### src/rtl/fetch_unit.sv
// Instruction fetch: PC register, combinational memory address, and a registered IF/ID word. Fetch latency is 1 cycle.
// Stall holds PC and the buffer. A redirect overrides stall and inserts one bubble. A bad next PC halts the unit until reset.
module fetch_unit #(
   parameter logic [31:0] RESET_PC  = 32'h0000_0000,
   parameter int          MEM_BYTES = 1024
) (
   input  logic        CLK,
   input  logic        RST,
   output logic [31:0] PC,
   input  logic [31:0] Instr_in,
   input  logic        Stall,
   input  logic        Branch_taken,
   input  logic [31:0] Branch_target,
   input  logic        Jump,
   input  logic [25:0] Jump_index,
   output logic [31:0] Instr_out,
   output logic [31:0] PC_plus4_out,
   output logic        Valid_out,
   output logic [31:0] Fetch_count,
   output logic        Fault
);

   localparam logic [31:0] MAX_PC = 32'(MEM_BYTES - 4);

   typedef enum logic [1:0] {IDLE, RUN, HALT} state_t;

   state_t      state, state_nxt;
   logic [31:0] pc_inc;
   logic [31:0] next_pc;
   logic        redirect;
   logic        bad_pc;
   logic        load_word;
   logic        load_bubble;
   logic        take_pc;
   logic        set_fault;

   assign pc_inc   = PC + 32'd4;
   assign redirect = Jump | Branch_taken;

   always_comb begin
      next_pc = pc_inc;
      if (Jump)
         next_pc = {PC_plus4_out[31:28], Jump_index, 2'b00};
      else if (Branch_taken)
         next_pc = Branch_target;
      else if (Stall)
         next_pc = PC;
   end

   assign bad_pc = (next_pc[1:0] != 2'b00) || (next_pc > MAX_PC);

   // The offending PC is never loaded, so PC keeps its last good value in HALT.
   always_comb begin
      state_nxt   = state;
      load_word   = 1'b0;
      load_bubble = 1'b0;
      take_pc     = 1'b0;
      set_fault   = 1'b0;
      case (state)
         IDLE: begin
            state_nxt   = RUN;
            load_bubble = 1'b1;
         end
         RUN: begin
            if (bad_pc) begin
               state_nxt   = HALT;
               load_bubble = 1'b1;
               set_fault   = 1'b1;
            end else if (redirect) begin
               load_bubble = 1'b1;
               take_pc     = 1'b1;
            end else if (!Stall) begin
               load_word = 1'b1;
               take_pc   = 1'b1;
            end
         end
         default: begin
            state_nxt = state;
         end
      endcase
   end

   always_ff @(posedge CLK or negedge RST) begin
      if (!RST) begin
         state <= IDLE;
      end else begin
         state <= state_nxt;
      end
   end

   always_ff @(posedge CLK or negedge RST) begin
      if (!RST) begin
         PC           <= RESET_PC;
         Instr_out    <= 32'd0;
         PC_plus4_out <= 32'd0;
         Valid_out    <= 1'b0;
         Fetch_count  <= 32'd0;
         Fault        <= 1'b0;
      end else begin
         if (take_pc)
            PC <= next_pc;
         if (load_word) begin
            Instr_out    <= Instr_in;
            PC_plus4_out <= pc_inc;
            Valid_out    <= 1'b1;
            Fetch_count  <= Fetch_count + 32'd1;
         end else if (load_bubble) begin
            Instr_out <= 32'd0;
            Valid_out <= 1'b0;
         end
         if (set_fault)
            Fault <= 1'b1;
      end
   end

endmodule

### config.mk
export PLATFORM = sky130hd
export DESIGN_NAME = fetch_unit
export DESIGN_NICKNAME = d
export VERILOG_FILES = /design/src/rtl/fetch_unit.sv
export SDC_FILE = /design/constraint.sdc
export NUM_CORES = 1
export LEC_CHECK = 0
export ABC_AREA = 1
export BUFFER_PORTS_ARGS = -buffer_cell sky130_fd_sc_hd__buf_2
export CORE_ASPECT_RATIO = 0.5
export CORE_MARGIN = 5
export CORE_UTILIZATION = 30
export DETAILED_ROUTE_END_ITERATION = 10
export SYNTH_ARGS = -nofsm -noshare
export SYNTH_HDL_FRONTEND = slang
export SYNTH_SLANG_ARGS = --single-unit
### constraint.sdc
create_clock -name CLK -period 7.25 [get_ports CLK]
set_input_delay 1.0875 -clock CLK [delete_from_list [all_inputs] [get_ports CLK]]
set_output_delay 1.0875 -clock CLK [all_outputs]
set_load 0.02 [all_outputs]
==> impl_results.md <==
- CTS clock-pin slew for the worst setup and hold paths: 0.07 ns
- Setup Skew: 0.0114 ns
- PwrDens: 181 nW/um2
- Outcome: complete, no violations
- Number of gates resized after cts: 0
- Synth Area in Adders: 0.323%
- Min Tclk post-route: 4.96 ns
- Slew @ Worst Pin: 0.918 ns
- Critical Path RT: 7.62 ns
- TritonCTS Sinks: 132
- Flop pwr share: 41.9%
- Postcts setup bufs: 0
- Setup tns final: 0 ns
- Hold buffers post-CTS: 0
- Via count: 7870
- P_sw: 0.449 mW
- Clock Path Buffers: 2
- RSZ-0062 raised after global routing: no
- Row count: 41
- Comb power frac: 5.9%
- FF+latch count, synth: 132
- Post-Synth Simple-Gate Area: 37.1%
- Tcrit/Tclk final: 68.4%
- Worst setup SP type: primary input
- First drt pass iteration count: 5
- Sequential element share of the synthesized area: 42.7%
- H-tree depth: 4
- Xor/xnor share of the synthesized area: 4.18%
- Area grow syn2layout: 25.7%
- First-pass GRT wire length: 42.2 mm
- Class of the most critical setup path: primary input to register
- Mux cell area share after synthesis: 0%
- Max cap viols: 0
- Slew Limit Fails: 0
- Power Internal: 1.31 mW
- CP Capture Type: register
- All-Layer GR Usage: 18.2%
- Final setup viols: 0
- Post-DP HPWL: 19.8 mm
- Clk Latency, worst-skew pair: 0.44 ns
- Final core utilization: 38.5%
- HP Class: register to register
- Number of diodes: 0
- Sw frac: 25.5%
- Leakage: 5.35 nW
- Die area: 29300 um2
- CTS Buf Count: 17
- Initial Util: 30.6%
- Fill count: 2687
- Post-synthesis cell type count: 34
- Clk pwr share: 52.2%
- Most common cell after layout, fill and taps aside: nand2_1
- Post-route antenna net violation count: 0
- Final hold viol count: 0
- Post-Route WL: 26.6 mm
- Syn Std Cell Area: 7740 um2
- Ports: 225
- Largest net degree at the start of global routing: 71
- Avg Synthesized Cell Area: 7.01 um2
- Synth Area in Compound Gates: 6.30%
- Peak VDD IR: 166 uV
- Slew headroom: 38.7%
- Die Y: 124 um
- Initial antenna violation count: 0
- Main combinational cell family by area after synthesis: simple AND/OR/NAND/NOR gates
- Crit path arrival time: 5.33 ns
- CTS tree: built
- DRT iter0 DRCs: 657
- Yosys warns: 0
- Max Fclk: 202 MHz
- DRC violations left: 0
- Core area: 25300 um2
- Most frequent cells in the layout: nand2_1 (404), buf_2 (223), dfrtp_1 (132)
- Nets: 1403
- Drt via density: 4.73
- GPL Wtd Cong: 0.926
- Die W: 237 um
- Clk Tree Root Cell: clkbuf_16
- Drt wl/cell: 16.0 um
- Share of layout cells above drive strength 1: 22.4%
- Syn nets: 1202
- Port-buffer cells: 224
- CP Max Fanout: 40
- Vias in the first global route: 7655
- Synthesized instance count: 1105
- Total gr overflow: 0
==> flip-flops by register name (all words and copies together) (netlist names) <==
register	count
Fault	1
Fetch_count	32
Instr_out	32
PC	32
PC_plus4_out	32
Valid_out	1
state	2
==> worst paths after layout <==
kind | from | endpoint | slack, ns | cells past startpoint
max | Jump | PC_plus4_out[8] | 2.29 | 16
min | PC_plus4_out[20] | PC_plus4_out[20] | 0.47 | 2
max reg2reg | PC[2] | PC_plus4_out[8] | 2.77 | 20
min reg2reg | PC_plus4_out[20] | PC_plus4_out[20] | 0.47 | 2
max in group asynchronous | RST | Instr_out[20] | 5.22 | 2
min in group asynchronous | RST | PC[15] | 0.63 | 1
==> cells by family (layout without fill, tap and decap cells) <==
| logic type | count (synthesis) | in the layout |
|---|---|---|
| xor+xnor | 37 | 37 |
| fa+ha+maj | 2 | 2 |
| compound gates | 91 | 91 |
| flops | 132 | 132 |
| simple gates | 668 | 668 |
| buf+inv | 175 | 389 |
==> cells in the mapped netlist <==
| master | n | area (um2) |
|---|---|---|
| nand2_2 | 1 | 6.26 |
| o21a_1 | 1 | 7.51 |
| inv_1 | 123 | 462 |
| clkbuf_1 | 26 | 97.6 |
| ha_1 | 2 | 25.0 |
| nand3_4 | 1 | 17.5 |
| buf_6 | 4 | 45.0 |
| buf_1 | 1 | 3.75 |
| inv_2 | 2 | 7.51 |
| o211ai_1 | 4 | 30.0 |
| xnor2_1 | 8 | 70.1 |
| nor3b_1 | 1 | 7.51 |
| nor4_1 | 8 | 50.1 |
| buf_4 | 9 | 67.6 |
| a22oi_1 | 2 | 15.0 |
| nand3b_1 | 4 | 30.0 |
| o21ai_0 | 20 | 100 |
| nor3_1 | 16 | 80.1 |
| nand3_1 | 84 | 420 |
| nand2_1 | 404 | 1520 |
| nor2_1 | 84 | 315 |
| dfrtp_1 | 132 | 3300 |
| nand4_1 | 39 | 244 |
| nand2_4 | 1 | 11.3 |
| nor2_4 | 3 | 33.8 |
| o21ai_1 | 12 | 60.1 |
| a22o_1 | 1 | 8.76 |
| a221oi_1 | 2 | 17.5 |
| o221ai_1 | 1 | 8.76 |
| xor2_1 | 29 | 254 |
| a21oi_1 | 48 | 240 |
| buf_2 | 10 | 50.1 |
| or2_2 | 15 | 93.8 |
| nor2_2 | 7 | 43.8 |
==> per-layer routing <==
| layer | global-route usage (%) | share of wire [%] | up-vias |
|---|---|---|---|
| li1 | - | - | 3901 |
| met1 | 23.8 | 46 | 3711 |
| met2 | 30.7 | 49 | 225 |
| met3 | 3.41 | 3.8 | 33 |
| met4 | 6.30 | 1.9 | 0 |
| met5 | 0 | 0 | - |
==> power groups by stage <==
stage	clock network (mW)	registers, mW	logic (mW)
after floorplan	0	0.750	0.0458
after global placement	0	0.750	0.103
after detailed placement	0	0.750	0.104
after CTS	0.944	0.736	0.105
after global routing	0.972	0.736	0.117
final	0.918	0.736	0.104
==> per-stage QoR <==
step / worst slack (ns) / total power [mW] / hold slack [ns] / std cells / cell area [um2]
global route: 1.76 / 1.82 / 0.487 / 1663 / 9730
CTS: 2.26 / 1.78 / 0.466 / 1663 / 9730
floorplan: 4.32 / 0.796 / 0.459 / 1105 / 7740
detailed placement: 1.83 / 0.854 / 0.448 / 1631 / 9110
finish: 2.29 / 1.76 / 0.465 / 1663 / 9730
global placement: 1.96 / 0.853 / 0.447 / 1631 / 9110
==> cell type report <==
cell class                      count  area [um2]  share of cell area [%]
Tap cell                          344         430                    4.42
Timing Repair Buffer              232        1190                    12.2
Inverter                          125         469                    4.82
Multi-Input combinational cell    798        3720                    38.2
Sequential cell                   132        3300                    33.9
Clock buffer                       18         439                    4.51
Clock inverter                     14         184                    1.89
==> worst max-delay path, stage by stage <==
cell and delay, ns:
buf_2 0.47, inv_1 0.51, nand2_1 0.19, inv_1 0.11
a22oi_1 0.21, o21ai_0 0.12, a21oi_1 0.14, nand3_1 0.09
nor2_1 0.13, nand3_1 0.16, nor2_4 0.73, buf_4 0.49
nand2_2 0.48, nand2_1 0.20, nand2_1 0.07, inv_1 0.05
Power figures use the tool's default switching activity.
